<file path="config.mk">
export PLATFORM = sky130hd
export DESIGN_NAME = down_timer
export DESIGN_NICKNAME = d
export VERILOG_FILES = /design/src/rtl/down_timer.sv
export SDC_FILE = /design/constraint.sdc
export NUM_CORES = 1
export LEC_CHECK = 0
export BUFFER_PORTS_ARGS = -buffer_cell sky130_fd_sc_hd__buf_2
export CORE_MARGIN = 2
export CORE_UTILIZATION = 30
export DETAILED_ROUTE_END_ITERATION = 10
export GPL_ROUTABILITY_DRIVEN = 0
export SLEW_MARGIN = 30
export SYNTH_ARGS = -nofsm -noshare
export SYNTH_HDL_FRONTEND = slang
export SYNTH_SLANG_ARGS = --single-unit
</file>
<file path="constraint.sdc">
create_clock -name clk -period 2.7 [get_ports clk]
set_input_delay 0.54 -clock clk [delete_from_list [all_inputs] [get_ports clk]]
set_output_delay 0.54 -clock clk [all_outputs]
set_load 0.02 [all_outputs]
</file>
<file path="src/rtl/down_timer.sv">
// Prescaled down-counting timer with one-shot and auto-reload modes.
// Commands resolve load > stop > start; tc pulses for one cycle after each 1->0 step.
module down_timer #(
  parameter int unsigned WIDTH     = 8,
  parameter int unsigned PRE_WIDTH = 4
) (
  input  logic                 clk,
  input  logic                 reset,
  input  logic                 load,
  input  logic [WIDTH-1:0]     load_val,
  input  logic [PRE_WIDTH-1:0] prescale,
  input  logic                 auto_reload,
  input  logic                 start,
  input  logic                 stop,
  output logic [WIDTH-1:0]     count,
  output logic                 busy,
  output logic                 tc
);

  typedef enum logic [1:0] {StIdle, StRun, StHold} state_e;

  state_e               state_q, state_d;
  logic [WIDTH-1:0]     count_q, count_d;
  logic [WIDTH-1:0]     reload_q, reload_d;
  logic [PRE_WIDTH-1:0] pre_cnt_q, pre_cnt_d;
  logic                 tc_q, tc_d;
  logic                 tick;

  // >= rather than == so lowering prescale mid-run cannot skip past the compare.
  assign tick = (pre_cnt_q >= prescale);

  always_comb begin
    state_d   = state_q;
    count_d   = count_q;
    reload_d  = reload_q;
    pre_cnt_d = pre_cnt_q;
    tc_d      = 1'b0;

    if (load) begin
      reload_d  = load_val;
      count_d   = load_val;
      pre_cnt_d = '0;
      if (state_q == StRun && load_val == '0) begin
        state_d = StIdle;
      end
    end else if (stop && state_q != StIdle) begin
      state_d = StHold;
    end else if (start && state_q == StIdle) begin
      if (count_q != '0) begin
        state_d   = StRun;
        pre_cnt_d = '0;
      end else if (reload_q != '0) begin
        count_d   = reload_q;
        state_d   = StRun;
        pre_cnt_d = '0;
      end
    end else if (start && state_q == StHold) begin
      state_d = StRun;
    end else if (state_q == StRun) begin
      if (tick) begin
        pre_cnt_d = '0;
        if (count_q > WIDTH'(1)) begin
          count_d = count_q - WIDTH'(1);
        end else if (count_q == WIDTH'(1)) begin
          count_d = '0;
          tc_d    = 1'b1;
          if (!auto_reload) begin
            state_d = StIdle;
          end
        end else if (auto_reload) begin
          count_d = reload_q;
        end else begin
          state_d = StIdle;
        end
      end else begin
        pre_cnt_d = pre_cnt_q + PRE_WIDTH'(1);
      end
    end
  end

  always_ff @(posedge clk or posedge reset) begin
    if (reset) begin
      state_q   <= StIdle;
      count_q   <= '0;
      reload_q  <= '0;
      pre_cnt_q <= '0;
      tc_q      <= 1'b0;
    end else begin
      state_q   <= state_d;
      count_q   <= count_d;
      reload_q  <= reload_d;
      pre_cnt_q <= pre_cnt_d;
      tc_q      <= tc_d;
    end
  end

  assign count = count_q;
  assign busy  = (state_q == StRun);
  assign tc    = tc_q;

endmodule

</file>
==> results of run 1 <==
==> metal layers <==
| layer | vias up | global-route usage (%) |
|---|---|---|
| li1 | 652 | - |
| met1 | 616 | 18.9 |
| met2 | 28 | 19.7 |
| met3 | 4 | 1.72 |
| met4 | 0 | 4.68 |
| met5 | - | 0 |
==> per-stage QoR <==
step	hold WS [ns]	worst slack (ns)	area [um2]	total power, W	utilization, %
3_3_place_gp	0.516	0.250	1740	0.00142	36.1
3_5_place_dp	0.515	0.140	1740	0.00143	36.1
2_1_floorplan	0.486	0.475	1530	0.00121	-
4_1_cts	0.493	0.331	1780	0.00165	37.0
5_1_grt	0.344	0.222	1780	0.00178	37.0
6_report	0.286	0.327	1780	0.00165	37.0
==> worst max-delay path: cells and delay by family (launching register included) <==
| family | cells | cell delay (ns) |
|---|---|---|
| compound gates | 4 | 0.96 |
| fa+ha+maj | 1 | 0.26 |
| buf+inv | 2 | 0.20 |
| flops | 1 | 0.41 |
| mux | 1 | 0.29 |
| simple gates | 1 | 0.13 |
==> cells by family after synthesis <==
group                    count (synthesis)  share of synthesized area, %
buffers and inverters                   19                          5.65
flip-flops                              23                          37.6
AO/OA/AOI/OAI                           39                          17.2
XOR/XNOR                                 1                         0.573
adder cells (fa/ha/maj)                  8                          6.55
multiplexers                            12                          10.1
AND/OR/NAND/NOR                         62                          22.3
==> where the power goes <==
group / leakage (nW) / switching (W) / internal (W)
registers: 0.285 / 0.000166 / 0.000449
clock network: 0.0228 / 0.000114 / 0.000106
logic: 0.512 / 0.000427 / 0.000385
==> layout by cell type (no fill, tap or decap), types with 2 or more instances in the layout <==
| cell type | instances |
|---|---|
| nor2b_1 | 2 |
| inv_1 | 14 |
| mux2_4 | 6 |
| nand2_1 | 16 |
| mux2_2 | 4 |
| nand2b_1 | 5 |
| nor3_1 | 3 |
| a31oi_1 | 3 |
| nand3b_1 | 2 |
| buf_2 | 27 |
| dfrtp_1 | 23 |
| nor2_1 | 11 |
| clkbuf_8 | 3 |
| nor4_1 | 3 |
| ha_1 | 8 |
| o21ai_0 | 13 |
| a221o_1 | 4 |
| a21oi_1 | 7 |
| nand3_1 | 7 |
| or4_1 | 3 |
| mux2i_1 | 2 |
| o311ai_0 | 2 |
==> flip-flops by register name, summed over array words and instances (netlist names) <==
signal     cells
pre_cnt_q      4
reload_q       8
tc             1
count          8
state_q        2
==> area by class of cell <==
type	instances	area, um2
fill	512	3030
multi-input combinational	122	867
sequential	23	576
timing repair buffer	28	155
tap	67	83.8
inverter	15	56.3
clock buffer	4	45.0
==> path summary, 6_finish.rpt <==
check	end	start	slack [ns]	cells after the start
worst max-delay path	count[4]$_DFFE_PP0P_	pre_cnt_q[0]$_DFFE_PP0P_	0.33	9
worst min-delay path	count[2]$_DFFE_PP0P_	reset	0.29	2
worst max register to register	count[4]$_DFFE_PP0P_	pre_cnt_q[0]$_DFFE_PP0P_	0.33	9
worst min register to register	reload_q[4]$_DFFE_PP0P_	reload_q[4]$_DFFE_PP0P_	0.53	1
max in group asynchronous	reload_q[4]$_DFFE_PP0P_	reset	2.08	2
min in group clk	reload_q[5]$_DFFE_PP0P_	load_val[5]	0.52	3
==> key figures, run 1 <==
Synth
  • Top-area cell type share of the netlist area: 37.6%
  • Post-synth top area cell: dfrtp_1
  • Top-count cell post-synth: dfrtp_1
  • Synth cell count leaders: dfrtp_1, nand2_1, inv_1
  • Mapped cell area: 1530 um2
  • Register area share after synthesis: 37.6%
  • Yosys Warn Count: 0
  • Synth Instances: 164
  • Ys flop type: dfrtp_1
  • FF+latch count, synth: 23
  • Area contributors post-synth: dfrtp_1, ha_1, mux2_4
  • Netlist cell types: 44
  • Mean post-synth cell area: 9.32 um2
  • Syn_nets: 190
  • Async S/R FF share, synth: 100%
  • Post-synth EDFFs: 0

Drt
  • Routed Antenna Nets: 0
  • Vias per inst: 5.02
  • WL met3: 131 um
  • Drt first-iter violations: 81
  • WL/cell: 13.2 um
  • Drt pass-1 iters: 4
  • Met1 WL: 1.70 mm
  • Vias: 1,300
  • DRC: 0
  • Wirelength, routed: 3.42 mm
  • Top layer reached by signal wires: met4
  • Metal2 WL: 1.54 mm

Setup path
  • Slowest stage delay, CP: 0.45 ns
  • Required @ worst endpoint: 2.86 ns
  • Slowest cell on the critical path: a2111oi_0
  • Crit path launch type: flop
  • Crit Path Category: reg -> reg
  • CP Cell Sequence: inv_1 -> ha_1 -> nand2b_1 -> a2111oi_0 -> a21oi_1 -> o21ai_0 -> a221o_1 -> buf_12 -> mux2_4
  • Critical path fanouts, max: 8
  • Critical path data arrival time: 2.53 ns
  • CP Capture Type: flop

Pwr
  • Maximum vdd drop: 0.242 mV
  • Pwr Density: 924 nW/um2
  • Leak Pwr: 0.820 nW

Timing
  • Setup TNS: 0 ns
  • Unrepaired setup endpoints after global routing: no
  • Final hold violations: 0
  • Final Max Tran Viols: 0
  • Slew HR: 60.7%
  • Fmax achieved: 421 MHz
  • Final worst-path cycle share: 87.9%
  • Fin crit period: 2.37 ns
  • Slew @ Worst Pin: 0.589 ns
  • Worst Skew: 0.00552 ns
  • # setup viols final: 0

Global routing
  • GRT Resource Usage Total: 13.0%
  • First-pass GRT wire length: 5.64 mm
  • Largest net degree at the start of global routing: 26
  • Grt ovf: 0
  • Initial antenna violation count: 0
  • Number of global-route vias before repair: 1,199

Die
  • Initial Util: 31.7%
  • Io pins: 28
  • Core Area: 4820 um2
  • DIE AREA: 5680 um2
  • Num rows: 25
  • Die span in x: 75.4 um
  • Die Height: 75.4 um

Clock network
  • Clk sinks: 23
  • Post-CTS sizing: 0
  • Clk Latency, worst-skew pair: 0.27 ns
  • H-tree Lvls: 1
  • Hold-fix buffer count after cts: 0
  • Root Driver: clkbuf_8
  • TritonCTS clock tree: built
  • Maximum buffer depth of the clock tree: 2
  • Reg clk slew, reported paths: 0.09 ns
  • TritonCTS Buffers: 3
  • Setup repair bufs after CTS: 0

Layout
  • ANT cells: 0
  • Nets@finish: 219
  • Fraction of final layout cells with drive strength greater than 1: 27.1%
  • Fin cells: 259
  • Layout area overhead: 16.6%

Place
  • Hpwl dp: 2.69 mm
  • Placed Cells: 255
  • IO buf count: 27

Outcome
  • Outcome: finished clean

Flow run
  • MaxCap Viol Count: 0

Worst hold path
  • Hold Crit Class: in -> async
Power figures use the tool's default switching activity.
==> run 2: changes to the inputs <==
--- a/config.mk
+++ b/config.mk
@@ -6,10 +6,13 @@
 export NUM_CORES = 1
 export LEC_CHECK = 0
 export BUFFER_PORTS_ARGS = -buffer_cell sky130_fd_sc_hd__buf_2
+export CORE_ASPECT_RATIO = 0.6
 export CORE_MARGIN = 2
 export CORE_UTILIZATION = 30
 export DETAILED_ROUTE_END_ITERATION = 10
 export GPL_ROUTABILITY_DRIVEN = 0
+export PLACE_DENSITY = 0.55
+export RECOVER_POWER = 25
 export SLEW_MARGIN = 30
 export SYNTH_ARGS = -nofsm -noshare
 export SYNTH_HDL_FRONTEND = slang
==> key figures, run 2 (synthesis results as in run 1) <==
Drt
  • WL/cell: 14.3 um (was 13.2 um)
  • DRC: 0 (unchanged)
  • Drt first-iter violations: 73 (was 81)
  • Drt pass-1 iters: 4 (unchanged)
  • Vias: 1,259 (was 1,300)
  • Routed Antenna Nets: 0 (unchanged)
  • Vias per inst: 4.88 (was 5.02)
  • Wirelength, routed: 3.69 mm (was 3.42 mm)

Die
  • Core Area: 4980 um2 (was 4820 um2)
  • Io pins: 28 (unchanged)
  • Die span in x: 96.2 um (was 75.4 um)
  • Die Height: 59.3 um (was 75.4 um)
  • Initial Util: 30.7% (was 31.7%)
  • Num rows: 20 (was 25)
  • DIE AREA: 5700 um2 (was 5680 um2)

Global routing
  • First-pass GRT wire length: 6.07 mm (was 5.64 mm)
  • Initial antenna violation count: 0 (unchanged)
  • Grt ovf: 0 (unchanged)
  • Largest net degree at the start of global routing: 26 (unchanged)
  • GRT Resource Usage Total: 14.4% (was 13.0%)
  • Number of global-route vias before repair: 1,169 (was 1,199)

Clock network
  • Maximum buffer depth of the clock tree: 2 (unchanged)
  • Root Driver: clkbuf_8 (unchanged)
  • Post-CTS sizing: 0 (unchanged)
  • Reg clk slew, reported paths: 0.08 ns (was 0.09 ns)
  • Clk Latency, worst-skew pair: 0.27 ns (about the same)
  • TritonCTS clock tree: built (unchanged)
  • Hold-fix buffer count after cts: 0 (unchanged)
  • Setup repair bufs after CTS: 0 (unchanged)
  • Clk sinks: 23 (unchanged)
  • TritonCTS Buffers: 3 (unchanged)
  • H-tree Lvls: 1 (unchanged)

Place
  • Hpwl dp: 2.97 mm (was 2.69 mm)
  • Pre-CTS setup slack: 0.239 ns (was 0.140 ns)
  • IO buf count: 27 (unchanged)

Timing
  • Setup TNS: 0 ns (unchanged)
  • Fmax achieved: 434 MHz (was 421 MHz)
  • Final Max Tran Viols: 0 (unchanged)
  • Final hold violations: 0 (unchanged)
  • Slew HR: 43.8% (was 60.7%)
  • # setup viols final: 0 (unchanged)
  • Worst Skew: 0.00221 ns (was 0.00552 ns)
  • PnR worst setup slack: 0.394 ns (was 0.327 ns)
  • Final worst-path cycle share: 85.4% (was 87.9%)
  • Fin crit period: 2.31 ns (was 2.37 ns)
  • Slew @ Worst Pin: 0.838 ns (was 0.589 ns)
  • Unrepaired setup endpoints after global routing: no (unchanged)

Setup path
  • Critical R2R Launch: pre_cnt_q[0]$_DFFE_PP0P_ (unchanged)
  • Flop2flop setup slack: 0.39 ns (was 0.33 ns)
  • CP Capture Type: flop (unchanged)
  • Crit Path Category: reg -> reg (unchanged)
  • Required @ worst endpoint: 2.86 ns (about the same)
  • Critical path data arrival time: 2.47 ns (was 2.53 ns)
  • Crit path launch type: flop (unchanged)
  • R2R cell count: 9 (unchanged)
  • Critical path fanouts, max: 8 (unchanged)
  • Reg2reg end: count[4]$_DFFE_PP0P_ (unchanged)

Layout
  • Commonest non-fill, non-tap cell in the layout: buf_2 (unchanged)
  • Layout area overhead: 16.6% (unchanged)
  • ANT cells: 0 (unchanged)
  • Nets@finish: 219 (unchanged)
  • Fraction of final layout cells with drive strength greater than 1: 27.1% (unchanged)
  • Commonest non-fill, non-tap cells in the layout: buf_2, dfrtp_1, nand2_1 (unchanged)

Worst hold path
  • Hold Crit Class: in -> async (unchanged)

Pwr
  • Leak Pwr: 0.820 nW (about the same)
  • Maximum vdd drop: 0.233 mV (was 0.242 mV)
  • Pwr Density: 929 nW/um2 (was 924 nW/um2)

Flow run
  • MaxCap Viol Count: 0 (unchanged)

Outcome
  • Outcome: finished clean (unchanged)
[run 2: cell types whose count changed in the layout (fill, tap and decap cells not counted)]
| cell | change |
|---|---|
| clkbuf_1 | -1 |
| clkinv_1 | +1 |
| clkinv_2 | +1 |
| inv_2 | -1 |
[run 2: how the worst max path moves through the flow]
| stage | start | to | slack [ns] | cells after the start |
|---|---|---|---|---|
| final | pre_cnt_q[0]$_DFFE_PP0P_ | count[4]$_DFFE_PP0P_ | 0.39 | 9 |
| after global routing | pre_cnt_q[0]$_DFFE_PP0P_ | count[4]$_DFFE_PP0P_ | 0.15 | 9 |
| after CTS | pre_cnt_q[0]$_DFFE_PP0P_ | count[4]$_DFFE_PP0P_ | 0.40 | 9 |
| after detailed placement | prescale[0] | count[4]$_DFFE_PP0P_ | 0.24 | 9 |
| after global placement | prescale[0] | count[7]$_DFFE_PP0P_ | 0.25 | 9 |
| after floorplan | prescale[0] | count[0]$_DFFE_PP0P_ | 0.48 | 8 |
[run 2: per-layer routing]
metal | global-route usage, % | routed length [um] | part of all wire [%] | up-vias
met5 | 0 | 0 | 0 | -
met4 | 3.27 | 18 | 0.49 | 0
met3 | 3.56 | 193 | 5.2 | 2
met2 | 16.6 | 1270 | 34 | 32
met1 | 25.2 | 2210 | 60 | 567
li1 | - | - | - | 658
[run 2: area by class of cell]
type | instances | area (um2)
Fill cell | 509 | 3200
Multi-Input combinational cell | 122 | 867
Sequential cell | 23 | 576
Timing Repair Buffer | 28 | 155
Tap cell | 66 | 82.6
Inverter | 15 | 56.3
Clock buffer | 3 | 41.3
Clock inverter | 1 | 5.00
[run 2: metrics by stage]
step	utilization [%]	hold slack, ns	instance area, um2	power (W)	std cells
5_1_grt	35.8	0.361	1780	0.00180	258
2_1_floorplan	-	0.486	1530	0.00121	164
3_3_place_gp	34.9	0.525	1740	0.00144	254
6_report	35.8	0.319	1780	0.00166	258
3_5_place_dp	34.9	0.527	1740	0.00144	254
4_1_cts	35.8	0.489	1780	0.00167	258
[run 2: report_power, final]
| group | leakage (nW) | total, W | switching [W] | internal, W |
|---|---|---|---|---|
| Clock | 0.0255 | 0.000219 | 0.000115 | 0.000103 |
| Sequential | 0.285 | 0.000619 | 0.000170 | 0.000449 |
| Combinational | 0.510 | 0.000820 | 0.000434 | 0.000385 |
| Total | 0.820 | 0.00166 | 0.000719 | 0.000938 |
[run 2: critical path, cell delays in order (launching register included)]
cell       delay [ns]
dfrtp_1          0.43
inv_1            0.06
ha_1             0.26
nand2b_1         0.10
a2111oi_0        0.08
a21oi_1          0.26
o21ai_0          0.14
a221o_1          0.41
buf_12           0.16
mux2_4           0.29
==> run 3: changes to the inputs <==
--- a/config.mk
+++ b/config.mk
@@ -6,12 +6,15 @@
 export NUM_CORES = 1
 export LEC_CHECK = 0
 export BUFFER_PORTS_ARGS = -buffer_cell sky130_fd_sc_hd__buf_2
+export CELL_PAD_IN_SITES_DETAIL_PLACEMENT = 1
+export CELL_PAD_IN_SITES_GLOBAL_PLACEMENT = 1
 export CORE_ASPECT_RATIO = 0.6
 export CORE_MARGIN = 2
 export CORE_UTILIZATION = 30
 export DETAILED_ROUTE_END_ITERATION = 10
 export GPL_ROUTABILITY_DRIVEN = 0
-export PLACE_DENSITY = 0.55
+export HOLD_SLACK_MARGIN = 0.1
+export PLACE_DENSITY = 0.67
 export RECOVER_POWER = 25
 export SLEW_MARGIN = 30
 export SYNTH_ARGS = -nofsm -noshare
==> key figures, run 3 (synthesis results as in run 1) <==
Outcome
  • Outcome: finished clean (unchanged)

Setup path
  • Crit Path Category: reg -> reg (unchanged)
  • Required @ worst endpoint: 2.86 ns (about the same)
  • Crit path launch type: flop (unchanged)
  • R2R cell count: 9 (unchanged)
  • Reg2reg end: count[7]$_DFFE_PP0P_ (was count[4]$_DFFE_PP0P_)
  • Critical path data arrival time: 2.50 ns (was 2.47 ns)
  • Critical path fanouts, max: 8 (unchanged)
  • CP Capture Type: flop (unchanged)
  • Flop2flop setup slack: 0.37 ns (was 0.39 ns)
  • Critical R2R Launch: pre_cnt_q[0]$_DFFE_PP0P_ (unchanged)

Drt
  • Wirelength, routed: 4.06 mm (was 3.69 mm)
  • Drt pass-1 iters: 4 (unchanged)
  • Vias: 1,310 (was 1,259)
  • DRC: 0 (unchanged)
  • Vias per inst: 5.04 (was 4.88)
  • Drt first-iter violations: 63 (was 73)
  • WL/cell: 15.6 um (was 14.3 um)
  • Routed Antenna Nets: 0 (unchanged)

Pwr
  • Maximum vdd drop: 0.234 mV (was 0.233 mV)
  • Pwr Density: 940 nW/um2 (was 929 nW/um2)
  • Register share of total power: 37.2% (was 37.3%)
  • Leak Pwr: 0.822 nW (was 0.820 nW)
  • Combinational power share: 49.3% (was 49.5%)
  • Sw Pwr: 0.000746 W (was 0.000719 W)
  • Share of power burned in the clock network: 13.5% (was 13.2%)
  • Int Power: 0.000928 W (was 0.000938 W)
  • Switching share of power: 44.5% (was 43.4%)

Global routing
  • Grt ovf: 0 (unchanged)
  • Number of global-route vias before repair: 1,294 (was 1,169)
  • Initial antenna violation count: 0 (unchanged)
  • First-pass GRT wire length: 6.77 mm (was 6.07 mm)
  • GRT Resource Usage Total: 16.1% (was 14.4%)
  • Largest net degree at the start of global routing: 24 (was 26)

Clock network
  • H-tree Lvls: 1 (unchanged)
  • Post-CTS sizing: 0 (unchanged)
  • Reg clk slew, reported paths: 0.09 ns (was 0.08 ns)
  • TritonCTS Buffers: 3 (unchanged)
  • Clk sinks: 23 (unchanged)
  • TritonCTS clock tree: built (unchanged)
  • Setup repair bufs after CTS: 0 (unchanged)
  • Root Driver: clkbuf_8 (unchanged)
  • Hold-fix buffer count after cts: 0 (unchanged)
  • Maximum buffer depth of the clock tree: 2 (unchanged)
  • Clk Latency, worst-skew pair: 0.28 ns (was 0.27 ns)

Worst hold path
  • Hold Crit Class: in -> reg (was in -> async)
  • Hold wc startpoint: load_val[4]
  • Worst hold path depth: 2
  • Hold worst-path end: reload_q[4]$_DFFE_PP0P_

Timing
  • Final hold violations: 0 (unchanged)
  • Slew HR: 15.8% (was 43.8%)
  • Unrepaired setup endpoints after global routing: no (unchanged)
  • Final Max Tran Viols: 0 (unchanged)
  • Fin crit period: 2.33 ns (was 2.31 ns)
  • Worst Skew: 0.00558 ns (was 0.00221 ns)
  • Slew @ Worst Pin: 1.26 ns (was 0.838 ns)
  • Fmax achieved: 428 MHz (was 434 MHz)
  • # setup viols final: 0 (unchanged)
  • Setup TNS: 0 ns (unchanged)
  • Final worst-path cycle share: 86.5% (was 85.4%)

Die
  • DIE AREA: 5700 um2 (unchanged)
  • Die span in x: 96.2 um (unchanged)
  • Core Area: 4980 um2 (unchanged)
  • Initial Util: 30.7% (unchanged)
  • Die Height: 59.3 um (unchanged)
  • Io pins: 28 (unchanged)
  • Num rows: 20 (unchanged)

Place
  • Hpwl dp: 3.29 mm (was 2.97 mm)
  • IO buf count: 27 (unchanged)
  • Placed Cells: 256 (was 254)

Layout
  • Fraction of final layout cells with drive strength greater than 1: 26.8% (was 27.1%)
  • FF/Latch Area: 576 um2 (unchanged)
  • Layout area overhead: 16.4% (was 16.6%)
  • ANT cells: 0 (unchanged)
  • Multi-input gate area in the final layout: 867 um2 (unchanged)
  • Commonest non-fill, non-tap cells in the layout: buf_2, dfrtp_1, nand2_1 (unchanged)
  • Fillcell total: 606 (was 509)
  • Nets@finish: 221 (was 219)
  • Commonest non-fill, non-tap cell in the layout: buf_2 (unchanged)
  • Fin cells: 260 (was 258)

Flow run
  • MaxCap Viol Count: 0 (unchanged)
==> run 3: metrics by stage <==
| step | util, % | setup slack [ns] | power (W) | hold WS [ns] | instance area (um2) |
|---|---|---|---|---|---|
| after floorplan | - | 0.475 | 0.00121 | 0.486 | 1530 |
| after global placement | 34.9 | 0.259 | 0.00144 | 0.513 | 1740 |
| after detailed placement | 34.9 | 0.168 | 0.00145 | 0.529 | 1740 |
| after CTS | 35.8 | 0.344 | 0.00168 | 0.308 | 1780 |
| after global routing | 35.8 | 0.149 | 0.00182 | 0.523 | 1780 |
| final | 35.8 | 0.365 | 0.00167 | 0.522 | 1780 |
==> run 3: worst max-delay path: stages (launching register included) <==
cell and delay [ns]:
dfrtp_1 0.41, inv_1 0.07, ha_1 0.26, nand2b_1 0.13
a2111oi_0 0.41, a21oi_1 0.14, o21ai_0 0.11, a221o_1 0.18
buf_4 0.19, mux2_4 0.31
==> run 3: routing by layer <==
layer / vias to the layer above / part of all wire (%) / GRT usage [%]
met5: - / 0 / 0
met4: 0 / 0.42 / 2.65
met3: 3 / 5.1 / 3.82
met2: 32 / 35 / 19.1
met1: 618 / 59 / 27.8
li1: 657 / - / -
==> run 3: power groups by stage <==
| stage | clock, W | sequential, W | combinational, W |
|---|---|---|---|
| final | 0.000226 | 0.000623 | 0.000825 |
| after global placement | 0 | 0.000628 | 0.000807 |
| after floorplan | 0 | 0.000644 | 0.000565 |
| after CTS | 0.000236 | 0.000622 | 0.000824 |
| after global routing | 0.000249 | 0.000654 | 0.000916 |
| after detailed placement | 0 | 0.000629 | 0.000819 |
==> run 3: worst max path at each step <==
| stage | startpoint | cells after the start | slack, ns | endpoint |
|---|---|---|---|---|
| detailed placement | prescale[0] | 9 | 0.17 | count[5]$_DFFE_PP0P_ |
| floorplan | prescale[0] | 8 | 0.48 | count[0]$_DFFE_PP0P_ |
| finish | pre_cnt_q[0]$_DFFE_PP0P_ | 9 | 0.37 | count[7]$_DFFE_PP0P_ |
| CTS | pre_cnt_q[0]$_DFFE_PP0P_ | 9 | 0.34 | count[5]$_DFFE_PP0P_ |
| global placement | prescale[0] | 9 | 0.26 | count[5]$_DFFE_PP0P_ |
| global route | pre_cnt_q[0]$_DFFE_PP0P_ | 9 | 0.15 | count[0]$_DFFE_PP0P_ |
==> run 3: final cells by class <==
| class | count | area share, % |
|---|---|---|
| sequential | 23 | 32.3 |
| tap | 66 | 4.64 |
| inverter | 15 | 3.16 |
| timing repair buffer | 30 | 8.64 |
| multi-input combinational | 122 | 48.7 |
| clock buffer | 4 | 2.53 |
